## src/rtl/iguana_pkg.sv

```systemverilog
// Shared constants for the Iguana VGA pad path: Cheshire-side and pad-side
// colour widths plus the 4x4 ordered-dither (Bayer) matrix.
package iguana_pkg;

   localparam int unsigned VgaInRedWidth    = 5;
   localparam int unsigned VgaInGreenWidth  = 6;
   localparam int unsigned VgaInBlueWidth   = 5;
   localparam int unsigned VgaOutRedWidth   = 3;
   localparam int unsigned VgaOutGreenWidth = 3;
   localparam int unsigned VgaOutBlueWidth  = 2;

   // Bayer rows {0,8,2,10; 12,4,14,6; 3,11,1,9; 15,7,13,5}, nibble (row*4+col)
   localparam logic [63:0] BayerFlat = 64'h5D7F_91B3_6E4C_A280;

   // Look up B[row][col] from the flattened matrix
   function automatic logic [3:0] bayer_at(input logic [1:0] row, input logic [1:0] col);
      return BayerFlat[{row, col, 2'b00} +: 4];
   endfunction

endpackage

```

## src/rtl/iguana_vga_dither_chan.sv

```systemverilog
// One colour channel: truncate to OutWidth bits, optionally round up when the
// dropped bits exceed the Bayer threshold, and saturate at full scale.
module iguana_vga_dither_chan #(
   parameter int unsigned InWidth  = 5,
   parameter int unsigned OutWidth = 3
) (
   input  logic [InWidth-1:0]  pix,
   input  logic [3:0]          bayer,
   input  logic                dith_en,
   output logic [OutWidth-1:0] res_c
);

   localparam int unsigned D = InWidth - OutWidth;

   // Only 1..4 dropped bits can be matched against a 4-bit Bayer entry
   if (InWidth <= OutWidth || D > 4) begin : g_bad_width
      $error("iguana_vga_dither_chan: InWidth - OutWidth must be 1..4");
   end

   logic [D-1:0]        thresh;
   logic [D-1:0]        low;
   logic [OutWidth-1:0] base;
   logic [OutWidth:0]   sum;

   assign thresh = D'(bayer >> (4 - D));
   assign low    = pix[D-1:0];
   assign base   = pix[InWidth-1:D];

   // Add the dither bit and clamp on carry-out
   always_comb begin
      sum   = {1'b0, base};
      if (dith_en && (low > thresh)) begin
         sum = sum + (OutWidth+1)'(1);
      end
      res_c = sum[OutWidth] ? {OutWidth{1'b1}} : sum[OutWidth-1:0];
   end

endmodule

```

## src/rtl/iguana_vga_dither.sv

```systemverilog
// Cheshire VGA to pad colour reducer with ordered dithering.
// Optional feature: define IGUANA_VGA_DITHER_TEMPORAL_EN to rotate the Bayer
// column by a 2-bit frame counter so the pattern shifts every frame.
module iguana_vga_dither
   import iguana_pkg::*;
#(
   parameter int unsigned InRedWidth     = VgaInRedWidth,
   parameter int unsigned InGreenWidth   = VgaInGreenWidth,
   parameter int unsigned InBlueWidth    = VgaInBlueWidth,
   parameter int unsigned OutRedWidth    = VgaOutRedWidth,
   parameter int unsigned OutGreenWidth  = VgaOutGreenWidth,
   parameter int unsigned OutBlueWidth   = VgaOutBlueWidth,
   parameter bit          SyncActiveHigh = 1'b0
) (
   input  logic                     clk_i,
   input  logic                     rst_i,
   input  logic                     pix_en_i,
   input  logic                     dith_en_i,
   input  logic                     hsync_i,
   input  logic                     vsync_i,
   input  logic [InRedWidth-1:0]    red_i,
   input  logic [InGreenWidth-1:0]  green_i,
   input  logic [InBlueWidth-1:0]   blue_i,
   output logic                     hsync_o,
   output logic                     vsync_o,
   output logic [OutRedWidth-1:0]   red_o,
   output logic [OutGreenWidth-1:0] green_o,
   output logic [OutBlueWidth-1:0]  blue_o
);

   localparam logic SyncIdle = SyncActiveHigh ? 1'b0 : 1'b1;

   logic [1:0] x;
   logic [1:0] y;
   logic [1:0] col;
   logic       hs_prev;
   logic       vs_prev;
   logic       hs_act;
   logic       vs_act;
   logic       hs_edge;
   logic       vs_edge;
   logic [3:0] bayer;

   logic [OutRedWidth-1:0]   red_c;
   logic [OutGreenWidth-1:0] green_c;
   logic [OutBlueWidth-1:0]  blue_c;

   assign hs_act  = (hsync_i == SyncActiveHigh);
   assign vs_act  = (vsync_i == SyncActiveHigh);
   assign hs_edge = hs_act && (hs_prev != SyncActiveHigh);
   assign vs_edge = vs_act && (vs_prev != SyncActiveHigh);

`ifdef IGUANA_VGA_DITHER_TEMPORAL_EN
   logic [1:0] frame;

   // Frame counter advances on each vsync assertion edge
   always_ff @(posedge clk_i) begin
      if (rst_i) begin
         frame <= 2'd0;
      end else if (pix_en_i && vs_edge) begin
         frame <= frame + 2'd1;
      end
   end

   assign col = x + frame;
`else
   assign col = x;
`endif

   assign bayer = bayer_at(y, col);

   // Screen position counters and sync history, advanced only on pixel strobes
   always_ff @(posedge clk_i) begin
      if (rst_i) begin
         x       <= 2'd0;
         y       <= 2'd0;
         hs_prev <= SyncIdle;
         vs_prev <= SyncIdle;
      end else if (pix_en_i) begin
         hs_prev <= hsync_i;
         vs_prev <= vsync_i;
         if (hs_edge) begin
            x <= 2'd0;
            y <= y + 2'd1;
         end else if (!hs_act) begin
            x <= x + 2'd1;
         end
         // vsync edge overrides the line increment
         if (vs_edge) begin
            y <= 2'd0;
         end
      end
   end

   iguana_vga_dither_chan #(.InWidth(InRedWidth), .OutWidth(OutRedWidth)) u_red (
      .pix     (red_i),
      .bayer   (bayer),
      .dith_en (dith_en_i),
      .res_c   (red_c)
   );

   iguana_vga_dither_chan #(.InWidth(InGreenWidth), .OutWidth(OutGreenWidth)) u_green (
      .pix     (green_i),
      .bayer   (bayer),
      .dith_en (dith_en_i),
      .res_c   (green_c)
   );

   iguana_vga_dither_chan #(.InWidth(InBlueWidth), .OutWidth(OutBlueWidth)) u_blue (
      .pix     (blue_i),
      .bayer   (bayer),
      .dith_en (dith_en_i),
      .res_c   (blue_c)
   );

   // Pad registers: colour blanked while either sync is active, syncs delayed alike
   always_ff @(posedge clk_i) begin
      if (rst_i) begin
         hsync_o <= SyncIdle;
         vsync_o <= SyncIdle;
         red_o   <= '0;
         green_o <= '0;
         blue_o  <= '0;
      end else if (pix_en_i) begin
         hsync_o <= hsync_i;
         vsync_o <= vsync_i;
         if (hs_act || vs_act) begin
            red_o   <= '0;
            green_o <= '0;
            blue_o  <= '0;
         end else begin
            red_o   <= red_c;
            green_o <= green_c;
            blue_o  <= blue_c;
         end
      end
   end

endmodule

```

## config.mk

```make
export PLATFORM = sky130hd
export DESIGN_NAME = iguana_vga_dither
export DESIGN_NICKNAME = d
export VERILOG_FILES = /design/src/rtl/iguana_pkg.sv /design/src/rtl/iguana_vga_dither_chan.sv /design/src/rtl/iguana_vga_dither.sv
export SDC_FILE = /design/constraint.sdc
export NUM_CORES = 1
export LEC_CHECK = 0
export ABC_AREA = 1
export BUFFER_PORTS_ARGS = -buffer_cell sky130_fd_sc_hd__buf_4
export CORE_MARGIN = 3
export CORE_UTILIZATION = 49
export DETAILED_ROUTE_END_ITERATION = 10
export PLACE_DENSITY = 0.82
export SLEW_MARGIN = 20
export SYNTH_ARGS = -nofsm -noshare
export SYNTH_HDL_FRONTEND = slang
export SYNTH_SLANG_ARGS = --single-unit
```

## constraint.sdc

```tcl
create_clock -name clk_i -period 1.9 [get_ports clk_i]
set_clock_uncertainty 0.1 [all_clocks]
set_input_delay 0.38 -clock clk_i [delete_from_list [all_inputs] [get_ports clk_i]]
set_output_delay 0.38 -clock clk_i [all_outputs]
set_load 0.05 [all_outputs]
```

==> impl_metrics.json <==
{
  "dieArea_um2": 2560,
  "cts_tree": "yes",
  "drt_pass1_iterations": 4,
  "setup_slack_ns": 0.181,
  "syn_area_per_cell_um2": 7.02,
  "fmax_mhz": 582,
  "dieHeight_um": 50.6,
  "min_path_type": "primary input to flip-flop",
  "ir_drop_mv": 0.457,
  "crit_path_start_kind": "flip-flop",
  "cts_buffers": 3,
  "postRouteAntennaNets": 0,
  "cts_buffer_depth": 2,
  "worst_slew_pin_slew_ns": 0.201,
  "required_ns": 2.03,
  "min_period_ns": 1.72,
  "power.switching_w": 0.000292,
  "cts_htree_levels": 1,
  "status": "completed",
  "internal_power_w": 0.000549,
  "clock_sinks": 14,
  "synthesis.nets": 172,
  "combinationalPowerShare_pct": 35.4,
  "pre_cts_ws_ns": 0.0804,
  "post-dp-hpwl_mm": 1.87,
  "power_frac_seq_pct": 38.2,
  "clk_pin_slew_ns": 0.09,
  "drt-initial-drc-count": 16,
  "max_stage_delay_ns": 0.36,
  "synth_cell_types": 24,
  "synth_area_um2": 976,
  "crit_path_max_fanout": 5,
  "yosysSeqAreaShare_pct": 28.7,
  "path_buf_inv": 2,
  "critPathTopFamily": "flip-flops",
  "crit_top_cell": "a21oi_2",
  "viasPerCell": 5.09,
  "wirelength_mm": 2.32,
  "syn_inst": 139,
  "reg2reg_depth": 9,
  "clkPwrFrac_pct": 26.4,
  "io_buffers": 31,
  "coreArea_um2": 1800,
  "grt_max_degree": 11,
  "insertedDiodeCount": 0,
  "antenna_found_initial": 0,
  "setup_viol": 0,
  "arrival_ns": 1.85,
  "io-pin-count": 32,
  "gr-total-overflow": 0,
  "gr-usage-all-layers_pct": 19.7,
  "critical_path.endpoint_type": "flip-flop",
  "place.gp.congestion": 0.864,
  "ys_seq_elements": 14,
  "swShare_pct": 34.8,
  "slew_headroom_pct": 86.5,
  "wl_per_cell_um": 11.6,
  "worstSkewPairLatency_ns": 0.29,
  "drv_cap": 0,
  "fin_util_pct": 71.9,
  "rsz0062_at_grt": "false",
  "drv_slew": 0,
  "route.vias.total": 1012,
  "clockRootBuffer": "clkbuf_4",
  "grt_pass1_vias": 974,
  "cp.depth": 9,
  "start_util_pct": 54.2,
  "crit_chain": "xnor2_2, buf_4, ha_1, a21oi_2, nand2_2, clkinv_2, nor2_1, nand3b_1, a21oi_2",
  "die_w_um": 50.6,
  "drc_errors": 0,
  "whs_path_depth": 2,
  "drive_gt1_share_pct": 27.0,
  "nNetsFinal": 208,
  "grt_pass1_wl_mm": 3.84,
  "rows": 15,
  "finalHoldViolCount": 0,
  "power_density_nw_per_um2": 649,
  "yosysWarnings": 0,
  "syn2layout_area_growth_pct": 32.8,
  "period_share_pct": 90.5,
  "path_class": "flip-flop to flip-flop",
  "tns_ns": 0,
  "leakagePower_nw": 0.658,
  "critPathSlowestCell": "dfxtp_2"
}
metrics by stage:
step | total power (W) | hold slack, ns | instances | area [um^2]
final | 0.000841 | 0.220 | 199 | 1300
after global routing | 0.000896 | 0.222 | 199 | 1300
after floorplan | 0.000521 | 0.347 | 139 | 976
after CTS | 0.000832 | 0.214 | 198 | 1270
after detailed placement | 0.000612 | 0.357 | 194 | 1240
after global placement | 0.000600 | 0.354 | 194 | 1240
layout make-up:
class | instances | area, um^2
multi-input cells | 100 | 612
fillers | 161 | 505
flip-flops and latches | 14 | 282
well taps | 25 | 31.3
clock buffers | 4 | 36.3
repair buffers | 33 | 248
inverters | 23 | 87.6
path summary, 6_finish.rpt:
check                          end  slack [ns]                  start
min          red_o[1]$_SDFFE_PP0P_        0.22                  rst_i
max          red_o[1]$_SDFFE_PP0P_        0.18      y[0]$_SDFFE_PP0P_
min reg2reg  red_o[0]$_SDFFE_PP0P_        0.37  red_o[0]$_SDFFE_PP0P_
max reg2reg  red_o[1]$_SDFFE_PP0P_        0.18      y[0]$_SDFFE_PP0P_
cell usage after synthesis:
master    instances  area share [%]
a31oi_1           1            0.64
nand3_1          13             6.7
o211ai_1          3             2.3
xor2_1            2             1.8
buf_4             1            0.77
a21oi_2           2             1.8
inv_1            21             8.1
nand4_1           3             1.9
nand2_2           2             1.3
dfxtp_1          14              29
o32ai_1           1            0.90
inv_2             1            0.38
nor2_1            6             2.3
ha_1             11              14
o21ai_0           4             2.1
o21ai_1           2             1.0
or2_1             1            0.64
nand2_1          32              12
clkbuf_1          1            0.38
a21oi_1          12             6.2
xnor2_1           1            0.90
nand3b_1          3             2.3
clkinv_2          1            0.51
nor2_8            1             2.1
power groups by stage:
stage | Clock [W] | Combinational, W | Sequential (W)
2_1_floorplan | 0 | 0.000166 | 0.000355
3_3_place_gp | 0 | 0.000275 | 0.000325
3_5_place_dp | 0 | 0.000287 | 0.000325
4_1_cts | 0.000226 | 0.000288 | 0.000319
5_1_grt | 0.000237 | 0.000335 | 0.000324
6_report | 0.000222 | 0.000298 | 0.000321
cells by family (layout without fill, tap and decap cells):
group | count (synthesis) | count (layout) | share of synthesized area (%)
AO/OA/AOI/OAI | 25 | 25 | 14.9
XOR/XNOR | 3 | 3 | 2.69
adder cells (fa/ha/maj) | 11 | 11 | 14.1
buffers and inverters | 25 | 60 | 10.1
flip-flops | 14 | 14 | 28.7
AND/OR/NAND/NOR | 61 | 61 | 29.5
sequential cells by signal (all words and copies together) (netlist names):
register / count
col: 2
blue_o: 2
hsync_o: 1
vsync_o: 1
y: 2
green_o: 3
red_o: 3
routing by layer:
layer / global-route usage (%) / part of all wire, % / vias up
li1: - / - / 529
met2: 33.5 / 46 / 40
met5: 0 / 0 / -
met4: 10.3 / 1.7 / 0
met1: 23.1 / 45 / 438
met3: 4.15 / 6.7 / 5
cell usage in the layout, fill, tap and decap left out:
cell type   n
a21oi_1    12
a21oi_2     2
a31oi_1     1
buf_4      33
clkbuf_4    3
clkbuf_8    1
clkinv_2    1
dfxtp_1    13
dfxtp_2     1
ha_1       11
inv_1      21
inv_2       1
nand2_1    32
nand2_2     2
nand3_1    13
nand3b_1    3
nand4_1     3
nor2_1      6
nor2_8      1
o211ai_1    3
o21ai_0     4
o21ai_1     2
o32ai_1     1
or2_1       1
xnor2_2     1
xor2_1      1
xor2_2      1
repair_timing:
action | 4_1_cts | 5_1_grt
endpoints found under the setup margin | 0 | 6
hold buffers | 0 | 0
setup buffers | 0 | 1
gates resized for setup | 0 | 3
Note: power is estimated with default switching activity, not from simulation.
